$ cat config.mk
export PLATFORM = sky130hd
export DESIGN_NAME = tile_renderer_flat
export DESIGN_NICKNAME = d
export VERILOG_FILES = /design/src/rtl/tile_renderer_pkg.sv /design/src/rtl/tile_renderer_if.sv /design/src/rtl/tile_renderer_axis.sv /design/src/rtl/tile_renderer.sv /design/src/flat_wrapper.sv
export SDC_FILE = /design/constraint.sdc
export NUM_CORES = 1
export LEC_CHECK = 0
export ABC_CLOCK_PERIOD_IN_PS = 4800
export BUFFER_PORTS_ARGS = -buffer_cell sky130_fd_sc_hd__buf_2
export CAP_MARGIN = 40
export CORE_MARGIN = 4
export CORE_UTILIZATION = 30
export CTS_CLUSTER_SIZE = 20
export DETAILED_ROUTE_END_ITERATION = 8
export RECOVER_POWER = 25
export SYNTH_ARGS = -nofsm -noshare
export SYNTH_HDL_FRONTEND = slang
export SYNTH_HIERARCHICAL = 1
export SYNTH_SLANG_ARGS = --single-unit
$ cat constraint.sdc
create_clock -name clk -period 4.8 [get_ports clk]
set_input_delay 1.2 -clock clk [delete_from_list [all_inputs] [get_ports clk]]
set_output_delay 1.2 -clock clk [all_outputs]
set_load 0.01 [all_outputs]
$ cat src/rtl/tile_renderer_pkg.sv
// tile_pkg: shared constants and types for the tile renderer.
//   - grid geometry (6 x 8 tiles of 40 px, 4 px cursor border)
//   - palette codes for tile values 4..7 and the cursor code
//   - tile_code_t, plus a palette lookup helper
package tile_pkg;

  localparam int GRID_COLS = 6;
  localparam int GRID_ROWS = 8;
  localparam int NUM_TILES = GRID_COLS * GRID_ROWS;
  localparam int TILE_SIZE = 40;
  localparam int BORDER    = 4;

  localparam logic [12:0] PAL_4       = 13'h174F;
  localparam logic [12:0] PAL_5       = 13'h1F46;
  localparam logic [12:0] PAL_6       = 13'h1F4F;
  localparam logic [12:0] PAL_7       = 13'h14FF;
  localparam logic [12:0] CURSOR_CODE = 13'h1FF4;

  typedef logic [2:0] tile_code_t;

  // Codes 0..3 are background and render as black.
  function automatic logic [12:0] palette(input tile_code_t code);
    logic [12:0] p;
    case (code)
      3'd4:    p = PAL_4;
      3'd5:    p = PAL_5;
      3'd6:    p = PAL_6;
      3'd7:    p = PAL_7;
      default: p = 13'h0000;
    endcase
    return p;
  endfunction

endpackage

$ cat src/rtl/tile_renderer_if.sv
// tile_renderer_if: snooped data-RAM write bus.
//   wr_en   - write strobe
//   wr_addr - 12-bit word address
//   wr_data - 32-bit write data
// master drives the bus (CPU side / bench), slave observes it (renderer).
interface tile_renderer_if;
  logic        wr_en;
  logic [11:0] wr_addr;
  logic [31:0] wr_data;

  modport master (output wr_en, output wr_addr, output wr_data);
  modport slave  (input  wr_en, input  wr_addr, input  wr_data);
endinterface

$ cat src/rtl/tile_renderer_axis.sv
// tile_axis: combinational coordinate-to-tile mapping along one axis.
//   coord_i    - pixel coordinate on this axis
//   idx_o      - tile index, (coord - ORIGIN) / TILE_SIZE
//   off_o      - offset inside the tile, (coord - ORIGIN) mod TILE_SIZE
//   in_range_o - ORIGIN <= coord < ORIGIN + COUNT*TILE_SIZE
// idx_o/off_o are meaningless when in_range_o is low.
module tile_axis
  import tile_pkg::*;
#(
  parameter int W      = 10,
  parameter int ORIGIN = 200,
  parameter int COUNT  = 6
) (
  input  logic [W-1:0] coord_i,
  output logic [2:0]   idx_o,
  output logic [5:0]   off_o,
  output logic         in_range_o
);

  logic [W-1:0] rel;

  // Compare ladder instead of a divider: the last threshold k*TILE_SIZE
  // not exceeding rel gives the index, and rel minus it gives the offset.
  always_comb begin
    rel        = coord_i - W'(ORIGIN);
    in_range_o = (coord_i >= W'(ORIGIN)) && (rel < W'(COUNT * TILE_SIZE));
    idx_o      = 3'd0;
    off_o      = 6'(rel);
    for (int k = 1; k < COUNT; k++) begin
      if (rel >= W'(k * TILE_SIZE)) begin
        idx_o = 3'(k);
        off_o = 6'(rel - W'(k * TILE_SIZE));
      end
    end
  end

endmodule

$ cat src/rtl/tile_renderer.sv
// tile_renderer: snoops CPU data-RAM writes to build a double-buffered
// 6x8 tile map and cursor, and renders a 13-bit pixel code per VGA
// coordinate with a 2-cycle pipeline.
//   clk, rst     - clock, synchronous active-high reset
//   bus          - snooped write bus (slave modport)
//   frame_start  - commits back buffer + back cursor to the front
//   row, col     - VGA coordinate being presented
//   pixel        - pixel code for the coordinate presented 2 clk earlier
//   score        - last word written to SCORE_ADDR (unbuffered)
//   cur_row/col  - displayed (front) cursor position
module tile_renderer
  import tile_pkg::*;
#(
  parameter int          TILE_BASE  = 500,
  parameter int          CURR_ADDR  = 498,
  parameter int          CURC_ADDR  = 497,
  parameter logic [11:0] SCORE_ADDR = 12'hCFF,
  parameter int          X0         = 200,
  parameter int          Y0         = 80
) (
  input  logic                clk,
  input  logic                rst,
  tile_renderer_if.slave      bus,
  input  logic                frame_start,
  input  logic [8:0]          row,
  input  logic [9:0]          col,
  output logic [12:0]         pixel,
  output logic [31:0]         score,
  output logic [2:0]          cur_row,
  output logic [2:0]          cur_col
);

  // ---------------- buffers ----------------
  tile_code_t back_q  [NUM_TILES];
  tile_code_t front_q [NUM_TILES];
  tile_code_t back_cur_row_q, back_cur_col_q;
  tile_code_t front_cur_row_q, front_cur_col_q;
  logic [31:0] score_q;

  logic [NUM_TILES-1:0] tile_hit;
  logic                 curr_hit, curc_hit, score_hit;

  genvar gi;
  generate
    for (gi = 0; gi < NUM_TILES; gi++) begin : g_hit
      assign tile_hit[gi] = bus.wr_en && (bus.wr_addr == 12'(TILE_BASE + gi));
    end
  endgenerate

  assign curr_hit  = bus.wr_en && (bus.wr_addr == 12'(CURR_ADDR));
  assign curc_hit  = bus.wr_en && (bus.wr_addr == 12'(CURC_ADDR));
  assign score_hit = bus.wr_en && (bus.wr_addr == SCORE_ADDR);

  // The commit copies the registered back contents, so a write in the same
  // cycle as frame_start only reaches the back buffer and waits a frame.
  always_ff @(posedge clk) begin
    if (rst) begin
      for (int i = 0; i < NUM_TILES; i++) begin
        back_q[i]  <= '0;
        front_q[i] <= '0;
      end
      back_cur_row_q  <= '0;
      back_cur_col_q  <= '0;
      front_cur_row_q <= '0;
      front_cur_col_q <= '0;
      score_q         <= '0;
    end else begin
      for (int i = 0; i < NUM_TILES; i++) begin
        if (tile_hit[i])  back_q[i]  <= bus.wr_data[2:0];
        if (frame_start)  front_q[i] <= back_q[i];
      end
      if (curr_hit)  back_cur_row_q <= bus.wr_data[2:0];
      if (curc_hit)  back_cur_col_q <= bus.wr_data[2:0];
      if (frame_start) begin
        front_cur_row_q <= back_cur_row_q;
        front_cur_col_q <= back_cur_col_q;
      end
      if (score_hit) score_q <= bus.wr_data;
    end
  end

  // ---------------- stage 1: coordinate mapping ----------------
  logic [2:0] tc_d, tr_d;
  logic [5:0] oc_d, or_d;
  logic       col_in, row_in;

  tile_axis #(.W(10), .ORIGIN(X0), .COUNT(GRID_COLS)) u_col_axis (
    .coord_i    (col),
    .idx_o      (tc_d),
    .off_o      (oc_d),
    .in_range_o (col_in)
  );

  tile_axis #(.W(9), .ORIGIN(Y0), .COUNT(GRID_ROWS)) u_row_axis (
    .coord_i    (row),
    .idx_o      (tr_d),
    .off_o      (or_d),
    .in_range_o (row_in)
  );

  logic       in_grid_q;
  logic [2:0] tc_q, tr_q;
  logic [5:0] oc_q, or_q;

  always_ff @(posedge clk) begin
    if (rst) begin
      in_grid_q <= 1'b0;
      tc_q      <= '0;
      tr_q      <= '0;
      oc_q      <= '0;
      or_q      <= '0;
    end else begin
      in_grid_q <= col_in && row_in;
      tc_q      <= tc_d;
      tr_q      <= tr_d;
      oc_q      <= oc_d;
      or_q      <= or_d;
    end
  end

  // ---------------- stage 2: cursor / palette ----------------
  logic [5:0]  tile_idx;
  tile_code_t  tile_code;
  logic        on_border, cursor_hit;
  logic [12:0] pixel_d, pixel_q;

  always_comb begin
    // tr*6 + tc without a multiplier
    tile_idx   = {1'b0, tr_q, 2'b00} + {2'b00, tr_q, 1'b0} + {3'b000, tc_q};
    tile_code  = (tile_idx < 6'(NUM_TILES)) ? front_q[tile_idx] : '0;
    on_border  = (oc_q < 6'(BORDER)) || (oc_q >= 6'(TILE_SIZE - BORDER)) ||
                 (or_q < 6'(BORDER)) || (or_q >= 6'(TILE_SIZE - BORDER));
    // Out-of-range cursor values can never equal a valid tr/tc.
    cursor_hit = in_grid_q && (tr_q == front_cur_row_q) &&
                 (tc_q == front_cur_col_q) && on_border;
    if (cursor_hit)     pixel_d = CURSOR_CODE;
    else if (in_grid_q) pixel_d = palette(tile_code);
    else                pixel_d = 13'h0000;
  end

  always_ff @(posedge clk) begin
    if (rst) pixel_q <= '0;
    else     pixel_q <= pixel_d;
  end

  assign pixel   = pixel_q;
  assign score   = score_q;
  assign cur_row = front_cur_row_q;
  assign cur_col = front_cur_col_q;

endmodule
$ cat src/flat_wrapper.sv
// flat-port wrapper written by rule: the top's interface ports become plain ports
module tile_renderer_flat import tile_pkg::*;
#(
  parameter int          TILE_BASE  = 500,
  parameter int          CURR_ADDR  = 498,
  parameter int          CURC_ADDR  = 497,
  parameter logic [11:0] SCORE_ADDR = 12'hCFF,
  parameter int          X0         = 200,
  parameter int          Y0         = 80
)
  (clk, rst, frame_start, row, col, pixel, score, cur_row, cur_col, bus_wr_en, bus_wr_addr, bus_wr_data);
  tile_renderer_if bus_i ();
  input  logic clk;
  input  logic rst;
  input  logic frame_start;
  input  logic [8:0] row;
  input  logic [9:0] col;
  output logic [12:0] pixel;
  output logic [31:0] score;
  output logic [2:0] cur_row;
  output logic [2:0] cur_col;
  input wire logic [$bits(bus_i.wr_en)-1:0] bus_wr_en;
  input wire logic [$bits(bus_i.wr_addr)-1:0] bus_wr_addr;
  input wire logic [$bits(bus_i.wr_data)-1:0] bus_wr_data;
  assign bus_i.wr_en = bus_wr_en;
  assign bus_i.wr_addr = bus_wr_addr;
  assign bus_i.wr_data = bus_wr_data;
  tile_renderer #(.TILE_BASE(TILE_BASE), .CURR_ADDR(CURR_ADDR), .CURC_ADDR(CURC_ADDR), .SCORE_ADDR(SCORE_ADDR), .X0(X0), .Y0(Y0)) u_core (.clk(clk), .rst(rst), .bus(bus_i), .frame_start(frame_start), .row(row), .col(col), .pixel(pixel), .score(score), .cur_row(cur_row), .cur_col(cur_col));
endmodule
==> flow_metrics.env, run 1 <==
export IMPL_outcome="complete, but fails checks"
export IMPL_failed_checks="capacitance limit, slew limit"
export IMPL_r2r_cells=11
export IMPL_post_cts_setup_buffer_count=0
export IMPL_r2r_end="u_core/pixel[0]$_SDFF_PP0_"
export IMPL_min_delay_worst_endpoint="u_core/score[15]$_SDFFE_PP0P_"
export IMPL_fin_nets=1405
export IMPL_p_clk_frac=0.390
export IMPL_coreArea_mm2=0.0517
export IMPL_crit_type="in -> reg"
export IMPL_reg2reg_slack_ns=1.22
export IMPL_numCtsBuffers=37
export IMPL_io_pins=118
export IMPL_ys_warn_count=6
export IMPL_fin_util=0.352
export IMPL_relSlewSlack=-0.284
export IMPL_setup_violations=0
export IMPL_dieWidth_um=238
export IMPL_path_cells="buf_4, clkbuf_1, buf_12, o21bai_1"
export IMPL_gp_congestion=0.827
export IMPL_worst_pin_slew_ns=1.93
export IMPL_endpoint_kind="flip-flop"
export IMPL_swShare=0.237
export IMPL_maxCapViolCount=2
export IMPL_startpoint_type="primary input"
export IMPL_cp_required_ns=5.00
export IMPL_h_tree_depth=2
export IMPL_syn_to_final_growth_pct=15.2
export IMPL_rsz0062_at_grt="false"
export IMPL_critPathMaxStageDelay_ns=1.43
export IMPL_grt_pass1_wl_um=55000
export IMPL_timing_rr_start="u_core/tr_q[0]$_SDFF_PP0_"
export IMPL_io_buffers=117
export IMPL_antenna_left=0
export IMPL_dieArea_mm2=0.0564
export IMPL_antenna_found_initial=3
export IMPL_seqPwrFrac=0.492
export IMPL_cp_top_family="buffers and inverters"
export IMPL_p_comb_frac=0.118
export IMPL_drv_slew=140
export IMPL_gr_total_overflow=0
export IMPL_dp_hpwl_um=24400
export IMPL_skew_ns=0.0179
export IMPL_worstHoldStart="u_core/score[15]$_SDFFE_PP0P_"
export IMPL_insertion_delay_ns=0.53
export IMPL_drive_above_1_share=0.149
export IMPL_ctsHoldBuffers=0
export IMPL_syn_inst=1221
export IMPL_clkTransAtPathRegs_ns=0.06
export IMPL_tns_ns=0
export IMPL_final_hold_violation_count=0
export IMPL_ir_drop_uv=293
export IMPL_die_h_um=238
export IMPL_whs_path_depth=2
export IMPL_via_count=9684
export IMPL_min_period_ns=3.59
export IMPL_leakagePower_uw=0.00635
export IMPL_viasPerCell=4.78
export IMPL_drtPass1Iterations=5
export IMPL_crit_path_start="rst"
export IMPL_cp_max_fo=74
export IMPL_fillers=5115
export IMPL_postCtsResizedCells=0
export IMPL_p_sw_uw=1710
export IMPL_p_int_uw=5510
export IMPL_rows=83
export IMPL_cts_root_buf="clkbuf_16"
export IMPL_post_drt_wl_per_cell_um=17.7
export IMPL_slowest_stage="clkbuf_1"
export IMPL_hp_class="reg -> reg"
export IMPL_drt_initial_drc_count=714
export IMPL_grt_pass1_vias=9545
export IMPL_grt_max_degree=103
export IMPL_clock_path_buffers=3
export IMPL_wl_um=35700
export IMPL_drc=0
export IMPL_clock_fmax_mhz=279
export IMPL_arrival_ns=3.79
export IMPL_crit_buf_inv=3
export IMPL_p_per_area_mw_per_mm2=397
export IMPL_syn_area_mm2=0.0158
export IMPL_cts_tree="built"
export IMPL_min_period_over_period=0.748
export IMPL_numClockSinks=353
export IMPL_syn_mean_instance_area_um2=12.9
export IMPL_grt_use_total=0.124
export IMPL_start_util=0.306
export IMPL_syn_nets=1311
state kept, by name (all words and copies together) (netlist names):
name,count
u_core/back_q,144
u_core/front_q,144
u_core/score,32
u_core/pixel,6
u_core/oc_q,4
u_core/or_q,4
u_core/back_cur_col_q,3
u_core/back_cur_row_q,3
u_core/cur_col,3
u_core/cur_row,3
u_core/tc_q,3
u_core/tr_q,3
u_core/in_grid_q,1
area by class of cell:
class	count	area [um2]	area share
clock buffer	45	998	0.0549
antenna	1	2.50	0.000138
clock inverter	23	198	0.0109
multi-input combinational	760	5370	0.295
inverter	27	104	0.00571
tap	680	851	0.0468
timing repair buffer	136	729	0.0401
sequential	353	9950	0.547
power groups by stage:
stage               Clock, uW  Sequential (uW)  Combinational [uW]
floorplan                   0             3590                 602
global placement            0             3610                 826
detailed placement          0             3620                 857
CTS                      2900             3550                 860
global route             3030             3570                 922
finish                   2820             3550                 850
worst min-delay path: stages (launching register included):
cell and delay (ns):
dfxtp_1 0.31, nand2_1 0.05, a21oi_1 0.05
routing by layer:
layer | wire length (um) | share of wire | up-vias | GRT usage
met1 | 15400 | 0.43 | 4725 | 0.166
li1 | - | - | 4581 | -
met2 | 16700 | 0.47 | 316 | 0.201
met3 | 2700 | 0.076 | 62 | 0.0284
met5 | 0 | 0 | - | 0
met4 | 903 | 0.025 | 0 | 0.0391
cell usage in the layout (no fill, tap or decap), drive strengths merged, types with 37 or more instances in the layout:
| master | instances |
|---|---|
| a21oi | 45 |
| and2 | 107 |
| buf | 82 |
| clkbuf | 99 |
| dfxtp | 65 |
| edfxtp | 288 |
| mux2i | 37 |
| nand2 | 93 |
| nor2 | 137 |
| nor2b | 67 |
| o21bai | 44 |
metrics by stage:
| step | hold WS [ns] | cell area, um2 | std cells | power, uW | setup WS [ns] |
|---|---|---|---|---|---|
| 3_3_place_gp | 0.438 | 17000 | 1951 | 4440 | 0.554 |
| 2_1_floorplan | 0.460 | 15800 | 1221 | 4190 | 0.829 |
| 3_5_place_dp | 0.446 | 17100 | 1956 | 4480 | 0.796 |
| 4_1_cts | 0.456 | 18300 | 2024 | 7310 | 1.24 |
| 6_report | 0.456 | 18200 | 2025 | 7220 | 1.21 |
| 5_1_grt | 0.473 | 18200 | 2025 | 7520 | 0.956 |
worst max path at each step:
| stage | endpoint | slack (ns) | depth (start not counted) |
|---|---|---|---|
| after global placement | u_core/back_q[1][16]$_SDFFCE_PN0P_ | 0.55 | 4 |
| final | u_core/back_q[0][25]$_SDFFCE_PN0P_ | 1.21 | 4 |
| after detailed placement | u_core/back_cur_row_q[2]$_SDFFE_PP0P_ | 0.80 | 7 |
| after CTS | u_core/pixel[0]$_SDFF_PP0_ | 1.24 | 11 |
| after floorplan | u_core/front_q[0][0]$_SDFFCE_PN0P_ | 0.83 | 3 |
| after global routing | u_core/pixel[7]$_SDFF_PP0_ | 0.96 | 11 |
Power figures use the tool's default switching activity.
==> run 2, diff against run 1 <==
--- a/config.mk
+++ b/config.mk
@@ -5,7 +5,8 @@
 export SDC_FILE = /design/constraint.sdc
 export NUM_CORES = 1
 export LEC_CHECK = 0
-export ABC_CLOCK_PERIOD_IN_PS = 4800
+export ABC_AREA = 1
+export ABC_CLOCK_PERIOD_IN_PS = 3200
 export BUFFER_PORTS_ARGS = -buffer_cell sky130_fd_sc_hd__buf_2
 export CAP_MARGIN = 40
 export CORE_MARGIN = 4
==> constraint.sdc (replaced) <==
create_clock -name clk -period 3.2 [get_ports clk]
set_input_delay 0.8 -clock clk [delete_from_list [all_inputs] [get_ports clk]]
set_output_delay 0.8 -clock clk [all_outputs]
set_load 0.01 [all_outputs]
==> run 2 against run 1 <==
  * Worst hold slack gained 0.0039 ns
  * Area after synthesis grew 2.9%
  * Clock power grew 56%
  * Cell count grew 27%
  * Die area grew 2.8%
  * The flow still finishes with violations (capacitance limit, slew limit)
  * First-iteration DRC count grew 15%
  * Wire length grew 7.4%
  * Total power grew 52%
  * Cell area grew 3.4%
  * Global-route usage grew 0.69 points
  * Synthesized cell count grew 43%
==> flow_metrics.env, run 2 <==
export IMPL_clkTransAtPathRegs_ns=0.06
export IMPL_fin_nets=1939
export IMPL_hp_class="reg -> reg"
export IMPL_seqPwrFrac=0.482
export IMPL_ys_warn_count=6
export IMPL_coreArea_mm2=0.0537
export IMPL_slowest_stage="clkbuf_1"
export IMPL_holdWs_ns=0.460
export IMPL_cp_max_fo=39
export IMPL_cts_tree="built"
export IMPL_p_total_uw=11000
export IMPL_startpoint_type="primary input"
export IMPL_p_clk_frac=0.399
export IMPL_final_hold_violation_count=0
export IMPL_syn_area_mm2=0.0163
export IMPL_arrival_ns=3.15
export IMPL_failed_checks="capacitance limit, slew limit"
export IMPL_drt_initial_drc_count=821
export IMPL_setup_ws_ns=0.207
export IMPL_numCtsBuffers=37
export IMPL_min_period_ns=2.99
export IMPL_rows=85
export IMPL_gp_congestion=0.871
export IMPL_critPathMostFrequentCell="clkbuf_1"
export IMPL_final_common_cell="nor2_1"
export IMPL_relSlewSlack=-0.153
export IMPL_syn_nets=1839
export IMPL_die_h_um=241
export IMPL_insertion_delay_ns=0.54
export IMPL_setup_violations=0
export IMPL_syn_inst=1749
export IMPL_critPathMaxStageDelay_ns=1.14
export IMPL_syn_to_final_growth_pct=15.7
export IMPL_tns_ns=0
export IMPL_grt_max_degree=99
export IMPL_ctsHoldBuffers=0
export IMPL_fillers=5366
export IMPL_syn_mean_instance_area_um2=9.30
export IMPL_antenna_left=0
export IMPL_cts_root_buf="clkbuf_16"
export IMPL_drc=0
export IMPL_start_util=0.303
export IMPL_rsz0062_at_grt="false"
export IMPL_dp_hpwl_um=26400
export IMPL_ir_drop_uv=346
export IMPL_dieWidth_um=241
export IMPL_p_per_area_mw_per_mm2=585
export IMPL_path_cells="clkbuf_1, clkbuf_1, or2_4, buf_4"
export IMPL_maxCapViolCount=2
export IMPL_viasPerCell=4.56
export IMPL_skew_ns=0.0219
export IMPL_drtPass1Iterations=5
export IMPL_grt_pass1_wl_um=60900
export IMPL_grt_use_total=0.131
export IMPL_outcome="complete, but fails checks"
export IMPL_drive_above_1_share=0.135
export IMPL_dieArea_mm2=0.0580
export IMPL_gr_total_overflow=0
export IMPL_crit_buf_inv=3
export IMPL_leakagePower_uw=0.00821
export IMPL_clock_fmax_mhz=334
export IMPL_cp_top_family="buffers and inverters"
export IMPL_grt_pass1_vias=11400
export IMPL_post_cts_setup_buffer_count=0
export IMPL_crit_type="in -> reg"
export IMPL_cp_required_ns=3.36
export IMPL_drv_slew=77
export IMPL_dpl_worst_slack_ns=0.0273
export IMPL_wl_um=38400
export IMPL_worst_pin_slew_ns=1.73
export IMPL_io_buffers=117
export IMPL_p_sw_uw=2770
export IMPL_mostFrequentLayoutCells="nor2_1 (357), nand2_1 (327), edfxtp_1 (288), inv_1 (247), nand3_1 (149)"
export IMPL_swShare=0.251
export IMPL_endpoint_kind="flip-flop"
export IMPL_antenna_found_initial=1
export IMPL_via_count=11700
export IMPL_min_period_over_period=0.935
export IMPL_post_drt_wl_per_cell_um=14.9
export IMPL_numClockSinks=353
export IMPL_io_pins=118
export IMPL_p_comb_frac=0.119
export IMPL_clock_path_buffers=3
export IMPL_h_tree_depth=2
export IMPL_n_antenna_cell=0
export IMPL_p_int_uw=8240
[run 2: worst register-to-register path, cell delays in order, from the launching register on]
cell      delay [ns]
dfxtp_1         0.36
inv_1           0.07
fa_1            0.54
inv_1           0.05
ha_1            0.22
fa_2            0.69
clkinv_2        0.19
nand3_1         0.13
nand3_1         0.10
nand2_1         0.08
nand3_1         0.10
nor2_1          0.16
nor2_2          0.08
a21oi_1         0.12
[run 2: cell type report]
class                      count  area (um2)  area share
clock buffer                  46         991      0.0526
clock inverter                20         254      0.0135
inverter                     260         980      0.0520
multi-input combinational   1049        4910       0.261
sequential                   353        9950       0.529
tap                          696         871      0.0463
timing repair buffer         148         867      0.0461
[run 2: timing repair]
action / CTS / global route
cloned: 0 / 0
hold endpoints to repair: 0 / 0
pin swaps: 0 / 0
resized for setup: 1 / 2
setup endpoints to repair: 4 / 5
[run 2: power by group through the flow]
stage	logic [uW]	clock network (uW)	registers, uW
after global placement	1290	0	5400
after detailed placement	1310	0	5410
after floorplan	891	0	5380
final	1320	4390	5310
after CTS	1320	4500	5310
after global routing	1470	4680	5330
[run 2: per-layer routing]
metal / routed length (um) / global-route usage / vias to the layer above / part of all wire
li1: - / - / 5806 / -
met1: 16600 / 0.166 / 5571 / 0.43
met2: 18700 / 0.225 / 274 / 0.49
met3: 1760 / 0.0217 / 84 / 0.046
met4: 1270 / 0.0496 / 2 / 0.033
met5: 13 / 0 / - / 0.00034
[run 2: worst paths after layout]
check        slack (ns)                                  start  cells past startpoint                                     to
max                0.21                                    rst                      4     u_core/front_q[0][0]$_SDFFCE_PN0P_
min                0.46  u_core/back_cur_col_q[0]$_SDFFE_PP0P_                      2  u_core/back_cur_col_q[0]$_SDFFE_PP0P_
max reg2reg        0.23              u_core/tc_q[2]$_SDFF_PP0_                     13             u_core/pixel[7]$_SDFF_PP0_
min reg2reg        0.46  u_core/back_cur_col_q[0]$_SDFFE_PP0P_                      2  u_core/back_cur_col_q[0]$_SDFFE_PP0P_
[run 2: through the flow]
stage	area [um2]	util	instances
3_3_place_gp	17600	0.327	2503
6_report	18800	0.350	2572
5_1_grt	18800	0.350	2572
3_5_place_dp	17600	0.328	2506
4_1_cts	18900	0.351	2572
2_1_floorplan	16300	-	1749
==> run 3, diff against run 2 <==
--- a/config.mk
+++ b/config.mk
@@ -16,5 +16,4 @@
 export RECOVER_POWER = 25
 export SYNTH_ARGS = -nofsm -noshare
 export SYNTH_HDL_FRONTEND = slang
-export SYNTH_HIERARCHICAL = 1
 export SYNTH_SLANG_ARGS = --single-unit
==> run 3 against run 2 <==
  * The run still ends with capacitance limit, slew limit left
  * Clock skew shrank 0.0081 ns
  * Fmax grew 2.6%
  * Die area shrank 2.4%
  * Wire length grew 1.1%
  * Count of clock-buffer cells in the layout shrank 2
  * Core utilization grew 0.20 points
  * First-iteration DRC count shrank 0.12%
  * Area after synthesis shrank 2.5%
  * Via count shrank 1.8%
  * Total power grew 1.0%
  * Global-route usage grew 0.37 points
  * Cell count shrank 2.0%
  * Critical path type is now reg -> reg
  * Critical endpoint is now u_core.pixel[11]$_SDFF_PP0_
  * Largest cell class unchanged
==> flow_metrics.env, run 3 <==
export IMPL_outcome="complete, but fails checks"
export IMPL_failed_checks="capacitance limit, slew limit"
export IMPL_clock_fmax_mhz=343
export IMPL_ctsHoldBuffers=0
export IMPL_p_total_uw=11100
export IMPL_arrival_ns=3.37
export IMPL_grt_max_degree=100
export IMPL_numClockSinks=353
export IMPL_hp_class="reg -> reg"
export IMPL_yosysMostFrequentCell="nor2_1"
export IMPL_ir_drop_uv=291
export IMPL_min_period_over_period=0.912
export IMPL_yosysTopAreaCell="edfxtp_1"
export IMPL_cts_root_buf="clkbuf_16"
export IMPL_skew_ns=0.0138
export IMPL_antenna_left=0
export IMPL_tns_ns=0
export IMPL_drt_initial_drc_count=820
export IMPL_coreArea_mm2=0.0524
export IMPL_leakagePower_uw=0.00797
export IMPL_ys_ff_latch=353
export IMPL_dp_hpwl_um=26200
export IMPL_viasPerCell=4.58
export IMPL_endpoint_kind="flip-flop"
export IMPL_syn_area_mm2=0.0159
export IMPL_relSlewSlack=-0.657
export IMPL_insertion_delay_ns=0.53
export IMPL_grt_use_total=0.134
export IMPL_syn_mean_instance_area_um2=9.37
export IMPL_clock_path_buffers=3
export IMPL_ys_flop_type="edfxtp_1"
export IMPL_syn_to_final_growth_pct=16.5
export IMPL_ys_warn_count=0
export IMPL_p_per_area_mw_per_mm2=602
export IMPL_cp_max_fo=9
export IMPL_rsz0062_at_grt="false"
export IMPL_min_period_ns=2.92
export IMPL_cp_required_ns=3.65
export IMPL_setup_violations=0
export IMPL_maxCapViolCount=1
export IMPL_post_cts_setup_buffer_count=0
export IMPL_postCtsResizedCells=0
export IMPL_die_h_um=238
export IMPL_whs_path_depth=2
export IMPL_h_tree_depth=2
export IMPL_startpoint_type="flip-flop"
export IMPL_wl_um=38800
export IMPL_final_common_cell="nor2_1"
export IMPL_netlist_top_cells_area="edfxtp_1 (55%), nor2_1 (8.8%), dfxtp_1 (8.2%)"
export IMPL_final_hold_violation_count=0
export IMPL_syn_nets=1782
export IMPL_io_buffers=117
export IMPL_grt_pass1_wl_um=61000
export IMPL_ys_async_sr_fraction=0
export IMPL_rows=84
export IMPL_r2r_cells=15
export IMPL_drc=0
export IMPL_worst_pin_slew_ns=2.49
export IMPL_synth_common_cells="nor2_1 (371), nand2_1 (321), edfxtp_1 (288), inv_1 (227), nand3_1 (136)"
export IMPL_io_pins=118
export IMPL_grt_pass1_vias=11400
export IMPL_synth_edf_count=288
export IMPL_yosysSeqAreaShare=0.627
export IMPL_clkTransAtPathRegs_ns=0.06
export IMPL_drive_above_1_share=0.133
export IMPL_antenna_found_initial=1
export IMPL_via_count=11500
export IMPL_gp_congestion=0.860
export IMPL_dieWidth_um=238
export IMPL_drtPass1Iterations=6
export IMPL_synth_cell_types=45
export IMPL_crit_type="reg -> reg"
export IMPL_numCtsBuffers=37
export IMPL_synth_top_cell_area_share=0.545
export IMPL_fin_nets=1894
export IMPL_drv_slew=53
export IMPL_cts_tree="built"
export IMPL_mostFrequentLayoutCells="nor2_1 (371), nand2_1 (320), edfxtp_1 (288), inv_1 (227), nand3_1 (136)"
export IMPL_dieArea_mm2=0.0566
export IMPL_syn_inst=1693
export IMPL_post_drt_wl_per_cell_um=15.4
export IMPL_gr_total_overflow=0
export IMPL_start_util=0.303
-- run 3: cells by family (layout without fill, tap and decap cells) --
logic type                 count (synthesis)  after routing  synth area share
xor gates and xnor gates                   5              5           0.00276
adders and majority gates                 22             22            0.0183
other                                      0              1                 0
AOI/OAI and AO/OA                        123            123            0.0436
and+or+nand+nor                          867            867             0.224
DFF                                      353            353             0.627
buffers and inverters                    323            461            0.0841
-- run 3: path summary, 6_finish.rpt --
| path | startpoint | to | slack, ns |
|---|---|---|---|
| min reg2reg | u_core.back_cur_col_q[2]$_SDFFE_PP0P_ | u_core.back_cur_col_q[2]$_SDFFE_PP0P_ | 0.46 |
| max | u_core.tr_q[0]$_SDFF_PP0_ | u_core.pixel[11]$_SDFF_PP0_ | 0.28 |
| min | u_core.back_cur_col_q[2]$_SDFFE_PP0P_ | u_core.back_cur_col_q[2]$_SDFFE_PP0P_ | 0.46 |
| max reg2reg | u_core.tr_q[0]$_SDFF_PP0_ | u_core.pixel[11]$_SDFF_PP0_ | 0.28 |
-- run 3: worst max-delay path, cell delays in order (launching register included) --
cell,delay [ns]
dfxtp_1,0.38
inv_1,0.08
fa_1,0.54
inv_1,0.05
ha_1,0.22
fa_1,0.52
clkinv_1,0.24
nand3_1,0.18
nand3_1,0.08
a21oi_1,0.14
nand2_1,0.10
nand2_1,0.06
nand2_1,0.07
inv_2,0.07
o21ai_2,0.05
nor2_1,0.09
-- run 3: stage by stage --
stage | instance area [um2] | cells | hold slack (ns) | util | setup slack [ns]
4_1_cts | 18500 | 2519 | 0.458 | 0.353 | 0.277
3_3_place_gp | 17200 | 2454 | 0.440 | 0.329 | 0.210
6_report | 18500 | 2520 | 0.458 | 0.352 | 0.283
5_1_grt | 18500 | 2520 | 0.488 | 0.352 | 0.0187
2_1_floorplan | 15900 | 1693 | 0.430 | - | 0.516
3_5_place_dp | 17200 | 2454 | 0.447 | 0.329 | 0.106
-- run 3: final cells by class --
cell class	instances	area [um2]
Antenna cell	1	2.50
Clock inverter	21	272
Sequential cell	353	9950
Timing Repair Buffer	154	900
Clock buffer	44	995
Tap cell	688	861
Fill cell	5257	34000
Multi-Input combinational cell	1017	4590
Inverter	242	915
-- run 3: report_power, final --
| part | total, uW | switching, uW | internal (uW) | leakage (uW) |
|---|---|---|---|---|
| logic | 1340 | 938 | 404 | 0.00386 |
| clock network | 4470 | 1760 | 2720 | 0.000616 |
| registers | 5310 | 74.5 | 5230 | 0.00349 |
| total | 11100 | 2770 | 8350 | 0.00797 |
-- run 3: per-layer routing --
| layer | global-route usage | part of all wire | vias to the layer above |
|---|---|---|---|
| li1 | - | - | 5664 |
| met1 | 0.169 | 0.42 | 5465 |
| met2 | 0.235 | 0.49 | 331 |
| met3 | 0.0192 | 0.051 | 71 |
| met4 | 0.0501 | 0.035 | 0 |
| met5 | 0 | 0 | - |
